[src/rtl/gate_bist_ctrl.sv]
// gate_bist_ctrl: LFSR pattern source and MISR response compactor for BIST
// of 18-input / 10-output combinational gate models.
//
//  state | meaning
//  ------+----------------------------------------------------------
//  IDLE  | waiting for start; pattern = seed, signature/count cleared
//  RUN   | one pattern applied and one response absorbed per cycle
//  DONE  | run finished; signature and pass held until start or abort
module gate_bist_ctrl #(
    parameter int               PAT_W      = 18,
    parameter int               RSP_W      = 10,
    parameter int               N_PATTERNS = 256,
    parameter logic [PAT_W-1:0] SEED       = 18'h00001,
    parameter logic [15:0]      GOLDEN     = 16'h0000
) (
    input  logic             clk,
    input  logic             rst,
    input  logic             start,
    input  logic             abort,
    output logic [PAT_W-1:0] pattern,
    input  logic [RSP_W-1:0] response,
    output logic             busy,
    output logic             done,
    output logic             pass,
    output logic [15:0]      signature
);

    typedef enum logic [1:0] {
        IDLE = 2'd0,
        RUN  = 2'd1,
        DONE = 2'd2
    } state_t;

    // An all-zero seed would lock the LFSR, so it is replaced by 1.
    localparam logic [PAT_W-1:0] SEED_EFF =
        (SEED == '0) ? {{(PAT_W-1){1'b0}}, 1'b1} : SEED;
    localparam logic [15:0] LAST = 16'(N_PATTERNS - 1);

    state_t           state_q, state_d;
    logic [PAT_W-1:0] pat_q, pat_d;
    logic [15:0]      sig_q, sig_d;
    logic [15:0]      cnt_q, cnt_d;
    logic             pass_q, pass_d;

    logic [15:0]      sig_step;
    logic [PAT_W-1:0] pat_step;
    logic             fb;

    // State and datapath registers; async reset loads the idle values.
    always_ff @(posedge clk or posedge rst) begin
        if (rst) begin
            state_q <= IDLE;
            pat_q   <= SEED_EFF;
            sig_q   <= '0;
            cnt_q   <= '0;
            pass_q  <= 1'b0;
        end else begin
            state_q <= state_d;
            pat_q   <= pat_d;
            sig_q   <= sig_d;
            cnt_q   <= cnt_d;
            pass_q  <= pass_d;
        end
    end

    // Next-state, LFSR/MISR stepping and run bookkeeping; abort wins over start.
    always_comb begin
        state_d  = state_q;
        pat_d    = pat_q;
        sig_d    = sig_q;
        cnt_d    = cnt_q;
        pass_d   = pass_q;

        fb       = sig_q[15] ^ sig_q[13] ^ sig_q[12] ^ sig_q[10];
        sig_step = {sig_q[14:0], fb} ^ 16'(response);
        pat_step = {pat_q[PAT_W-2:0], pat_q[PAT_W-1] ^ pat_q[10]};

        if (abort) begin
            state_d = IDLE;
            pat_d   = SEED_EFF;
            sig_d   = '0;
            cnt_d   = '0;
            pass_d  = 1'b0;
        end else begin
            case (state_q)
                IDLE, DONE: begin
                    if (start) begin
                        state_d = RUN;
                        pat_d   = SEED_EFF;
                        sig_d   = '0;
                        cnt_d   = '0;
                        pass_d  = 1'b0;
                    end
                end
                RUN: begin
                    sig_d = sig_step;
                    pat_d = pat_step;
                    cnt_d = cnt_q + 16'd1;
                    if (cnt_q == LAST) begin
                        state_d = DONE;
                        pass_d  = (sig_step == GOLDEN);
                    end
                end
                default: begin
                    state_d = IDLE;
                end
            endcase
        end
    end

    assign pattern   = pat_q;
    assign signature = sig_q;
    assign pass      = pass_q;
    assign busy      = (state_q == RUN);
    assign done      = (state_q == DONE);

endmodule

[config.mk]
export PLATFORM = sky130hd
export DESIGN_NAME = gate_bist_ctrl
export DESIGN_NICKNAME = d
export VERILOG_FILES = /design/src/rtl/gate_bist_ctrl.sv
export SDC_FILE = /design/constraint.sdc
export NUM_CORES = 1
export LEC_CHECK = 0
export CORE_ASPECT_RATIO = 0.9
export CORE_MARGIN = 8
export CORE_UTILIZATION = 38
export CTS_CLUSTER_SIZE = 12
export DETAILED_ROUTE_END_ITERATION = 7
export GPL_ROUTABILITY_DRIVEN = 0
export MAX_ROUTING_LAYER = met4
export PLACE_DENSITY_LB_ADDON = 0.25
export SYNTH_ARGS = -nofsm -noshare
export SYNTH_HDL_FRONTEND = slang
export SYNTH_SLANG_ARGS = --single-unit
[constraint.sdc]
create_clock -name clk -period 1.9 [get_ports clk]
set_clock_uncertainty 0.15 [all_clocks]
set_input_delay 0.475 -clock clk [delete_from_list [all_inputs] [get_ports clk]]
set_output_delay 0.475 -clock clk [all_outputs]
set_load 0.1 [all_outputs]
---- After elaboration in Yosys (flattened, before gate mapping) ----
Index checks and enable logic that the tools add are counted.
word-level totals
  output and inout bits ................... 37
  input port bits ......................... 14
  register bits after elaboration ......... 53
  logic and storage cells ................. 39
operators by class
  reduce and logical (&&, ||, !) cells .... 7
  muxes and demuxes ....................... 16
  equality and inequality tests ........... 5
  bitwise operators ....................... 5
  add/sub/neg operators ................... 1
operators with widths
  operator                                               count
  one-hot mux 16 bit (2 select lines)                    2
  2-to-1 mux 16 bit                                      3
  2-to-1 mux 18 bit                                      2
  one-hot mux 18 bit (2 select lines)                    1
  adder 16 x 1 -> 16 bit (second input constant)         1
  equality test 16 x 8 -> 1 bit (second input constant)  1
  logical NOT 16 bit                                     1
  XOR 16 x 10 -> 16 bit                                  1
  2-to-1 mux 2 bit                                       3
  one-hot mux 2 bit (2 select lines)                     1
  AND reduction 2 bit                                    2
  XOR 1 bit                                              4
  2-to-1 mux 1 bit                                       3
  != test 3 x 2 -> 1 bit (second input constant)         1
  != test 3 bit (second input constant)                  1
  AND reduction 3 bit                                    1
  nonzero test 3 bit                                     1
  equality test 2 x 1 -> 1 bit (second input constant)   1
  equality test 2 bit (second input constant)            1
  logical NOT 2 bit                                      1
  one-hot mux 1 bit (2 select lines)                     1
  OR reduction 2 bit                                     1

---- Logic depth before layout (Yosys ltp) ----
  word-level depth ........................ 8
  depth in mapped cells ................... 7
  depth with buffers taken out ............ 5

---- Worst setup path before layout ----
No wires, ideal clock.
  path type ............................... reg2reg
  from .................................... register sig_q[15], in the netlist signature[15]
  to ...................................... register pass_q, in the netlist pass
  stages on the path, launching flop included .. 5
  library setup time ...................... 128 ps
  data required time ...................... 1622 ps
  path buffers ............................ 0
  clock period less this slack ............ 2263 ps
  setup slack ............................. -363 ps
  arrival ................................. 1985 ps
  cells stage by stage .................... dfrtp_1 > xnor3_1 > xnor2_1 > nor4_1 > mux2_1
between the ends
  longest elaborated chain between the ends .. 8
ends and longest elaborated chain
  item                                line  source
  from (decl)                         41    logic [15:0] sig_q, sig_d;
  from (signal assigned)              60    sig_q <= sig_d;
  XOR 1 bit (3 in a row)              74    fb = sig_q[15] ^ sig_q[13] ^ sig_q[12] ^ sig_q[10];
  XOR 16 x 10 -> 16 bit               75    sig_step = {sig_q[14:0], fb} ^ 16'(response);
  logical NOT 16 bit                  101   pass_d = (sig_step == GOLDEN);
  2-to-1 mux 1 bit                    99    if (cnt_q == LAST) begin
  one-hot mux 1 bit (2 select lines)  85    case (state_q)
  2-to-1 mux 1 bit                    78    if (abort) begin
  to (signal assigned)                62    pass_q <= pass_d;
  to (decl)                           43    logic pass_q, pass_d;
Every way passes these cells. The select of a mux whose other input is x is not followed.
A chain may end at the register's enable or synchronous reset.

---- Final worst setup path ----
  from .................................... input port abort
  to ...................................... register cnt_q[11]
between the ends
  longest elaborated chain between the ends .. 2
  elaborated cells on any way between the ends .. 4
  those cells by class .................... eq/ne (1); mux (1); reduce/logical (2)
ends and longest elaborated chain
  item                                                                  line  source
  from (decl)                                                           19    input logic abort,
  != test 3 bit (no source line) or nonzero test 3 bit (tied branches)  -
  AND reduction 2 bit (no source line)                                  -
  to (signal assigned)                                                  61    cnt_q <= cnt_d;
  to (decl)                                                             42    logic [15:0] cnt_q, cnt_d;
Parallel ways exist; a longest one is shown, timed or not.

==> results.yml <==
run_status:
  status: "finished clean"
setup_path:
  cp_slowest_cell: "clkdlybuf4s50_1"
  worst-path-buf-inv: 2
  worst_r2r_path_depth: 4
  critical_path_class: "input port to register"
  critPathTopFamily: "buffers and inverters"
  cp-start-kind: "input port"
  critical_path_depth: 5
  cp-endpoint: "cnt_q[11]$_DFFE_PP0P_"
  r2r_start: "cnt_q[2]$_DFFE_PP0P_"
  required_ps: 1970
  worst_setup_path_end_kind: "register"
  crit_chain: "clkdlybuf4s50_1 > buf_4 > o31ai_4 > or4_1 > a21oi_1"
  crit_arrival_ps: 1900
  slowest_delay_ps: 490
  cp_max_fo: 10
  worstSetupStartpoint: "abort"
  r2r_slack_ps: 80
  reg2reg_to: "cnt_q[11]$_DFFE_PP0P_"
clock_tree:
  htreeDepth: 2
  holdBufCountCts: 0
  cts_tree: "yes"
  cts_root_buf: "clkbuf_8"
  clkSlewWorstSetupHoldPaths_ps: 100
  clock_sinks: 53
  cts_buffers: 5
  clk-insertion-delay-late_ps: 300
  clk_path_buf_depth: 2
detailed_routing:
  first_iter_violations: 74
  firstDrtPassIters: 5
  ant_nets: 0
  drc: 0
  wl_per_cell_um: 15.79
  vias: 1878
  drt_wl_total_um: 5778
  vias_per_cell: 5.131
synthesis:
  synth_top_flop_cell: "dfrtp_1"
  synth.distinct_cells: 39
  syn_nets: 222
  synth_edf_count: 0
  avgSynthCellArea_um2: 11.74
  synth_area_leaders: "dfrtp_1 54%, a22o_1 9.4%, o31ai_1 4.3%"
  yosys_warnings: 0
  ys_async_sr_fraction: 1.000
  netlist.area_leader.share: 0.5353
  synth_cells: 207
  synth_top_area_cell: "dfrtp_1"
  ys_seq_area_frac: 0.5461
  ys_ff_latch: 53
  syn-cell-area_um2: 2431
power_and_ir_drop:
  netSwitchingPower_mw: 0.7435
  p_leak_nw: 1.568
  vdd_drop_max_mv: 0.3256
  swShare: 0.3112
  p_seq_frac: 0.502
  power.density_nw_per_um2: 647.1
  pwr-share-clk: 0.256
  combPwrFrac: 0.242
  p_int_mw: 1.646
place:
  dpl.cell_count: 356
  dpl.hpwl_um: 4173
  portBuffers: 50
floorplanning:
  die-width_um: 100.3
  core_area_um2: 6148
  io_pins: 51
  rows: 27
  initial_core_util: 0.3954
  die_area_um2: 9216
  die_y_um: 91.88
global_routing:
  grt.total_usage: 0.1344
  grt_pass1_wl_um: 9729
  grt_pass1_vias: 1896
  antenna_found_initial: 0
  grt_max_degree: 28
  grt_overflow: 0
cells_and_area:
  fillers: 521
  multi_input_area_um2: 1021
  diodes: 0
  regArea_um2: 1331
  nets: 293
  fin_cells: 366
  drive_above_1_share: 0.2975
  area_delta_synth_final_pct: 51.88
flow_run:
  drv_cap: 0
sta:
  tns_ps: 0
  setup_violations: 0
  rsz0062_at_grt: "no"
  slew_headroom: 0.7485
  final_max_slew_viol_count: 0
  worst_pin_slew_ps: 377.2
  period_minus_slack_ps: 1827
  max_freq_mhz: 547.3
  finalHoldViolCount: 0
  fin_crit_sh: 0.9617
worst_hold_path:
  hold_class: "input port to async pin"
==> cells in the mapped netlist (4+ instances only) <==
library cell / instances
xnor2_1: 11
clkbuf_1: 4
nand2_1: 15
dfrtp_1: 52
xor2_1: 7
a21oi_1: 10
inv_1: 4
nor2_1: 8
nand3_1: 6
o31ai_1: 14
buf_2: 5
or4_1: 5
nor4_1: 4
a22o_1: 26
nand4_1: 6
==> flip-flops by register name (all words and copies together), names as in the netlist <==
signal	cells
state_q	2
cnt_q	16
pass	1
pattern	18
signature	16
==> metrics by stage <==
| step | setup slack, ps | hold WS, ps | util | cell area, µm² | total power [mW] |
|---|---|---|---|---|---|
| global placement | -253.3 | 353.1 | 0.5826 | 3582 | 1.794 |
| CTS | 3.453 | 340.1 | 0.5958 | 3664 | 2.406 |
| floorplan | -71.22 | 333.6 | - | 2439 | 1.546 |
| detailed placement | -292.1 | 358.2 | 0.5826 | 3582 | 1.797 |
| global route | 0.2292 | 353.7 | 0.6005 | 3692 | 2.498 |
| finish | 72.85 | 332.5 | 0.6005 | 3692 | 2.389 |
==> routing by layer <==
layer,track usage,vias to the layer above,wire length [µm]
met5,-,-,0
met1,0.1860,918,2898
met2,0.1837,44,2445
met3,0.04305,6,381
li1,-,910,-
met4,0.03396,0,51
==> logic make-up after synthesis <==
logic type,synth area share
buffers and inverters,0.03705
multiplexers,0.009263
XOR/XNOR,0.07411
adder cells (fa/ha/maj),0.005146
flip-flops,0.5461
AND/OR/NAND/NOR,0.1421
AO/OA/AOI/OAI,0.1863
==> area by class of cell <==
| cell class | count | area share |
|---|---|---|
| tap | 87 | 0.02948 |
| timing repair buffer | 75 | 0.3019 |
| clock inverter | 1 | 0.001355 |
| sequential | 53 | 0.3606 |
| multi-input combinational | 138 | 0.2765 |
| inverter | 5 | 0.009488 |
| clock buffer | 7 | 0.02067 |
==> layout by cell type (no fill, tap or decap), types with 2 or more instances in the layout <==
master           netlist  routed
a21oi_1               10      10
a22o_1                26      26
and3_1                 3       3
buf_12                 0      41
buf_4                  1      20
clkbuf_1               4       2
clkbuf_8               0       5
clkdlybuf4s50_1        0      12
dfrtp_1               52      49
dfrtp_2                0       3
inv_1                  4       3
nand2_1               15      15
nand3_1                6       6
nand4_1                6       6
nor2_1                 8       8
nor4_1                 4       3
o21ai_0                3       3
o31ai_1               14      14
or3_1                  3       3
or4_1                  5       5
xnor2_1               11      11
xor2_1                 7       7
==> what timing repair did <==
action | in CTS | in global routing
buffers inserted | 0 | 2
gates resized for setup | 0 | 4
setup endpoints to repair | 0 | 12
endpoints found under the hold margin | 0 | 0
==> worst min path at each step <==
stage | start | endpoint | slack, ps | cells after the start
2_1_floorplan | cnt_q[1]$_DFFE_PP0P_ | cnt_q[1]$_DFFE_PP0P_ | 330 | 1
3_3_place_gp | cnt_q[1]$_DFFE_PP0P_ | cnt_q[1]$_DFFE_PP0P_ | 350 | 1
3_5_place_dp | cnt_q[1]$_DFFE_PP0P_ | cnt_q[1]$_DFFE_PP0P_ | 360 | 1
4_1_cts | rst | signature[3]$_DFFE_PP0P_ | 340 | 2
5_1_grt | rst | signature[3]$_DFFE_PP0P_ | 350 | 2
6_report | rst | signature[3]$_DFFE_PP0P_ | 330 | 2
==> power by group through the flow <==
stage	registers, mW	logic [mW]	clock network (mW)
2_1_floorplan	1.37	0.176	0
5_1_grt	1.20	0.613	0.680
4_1_cts	1.20	0.578	0.629
6_report	1.20	0.579	0.612
3_5_place_dp	1.22	0.576	0
3_3_place_gp	1.22	0.574	0
Note: power is estimated with default switching activity, not from simulation.
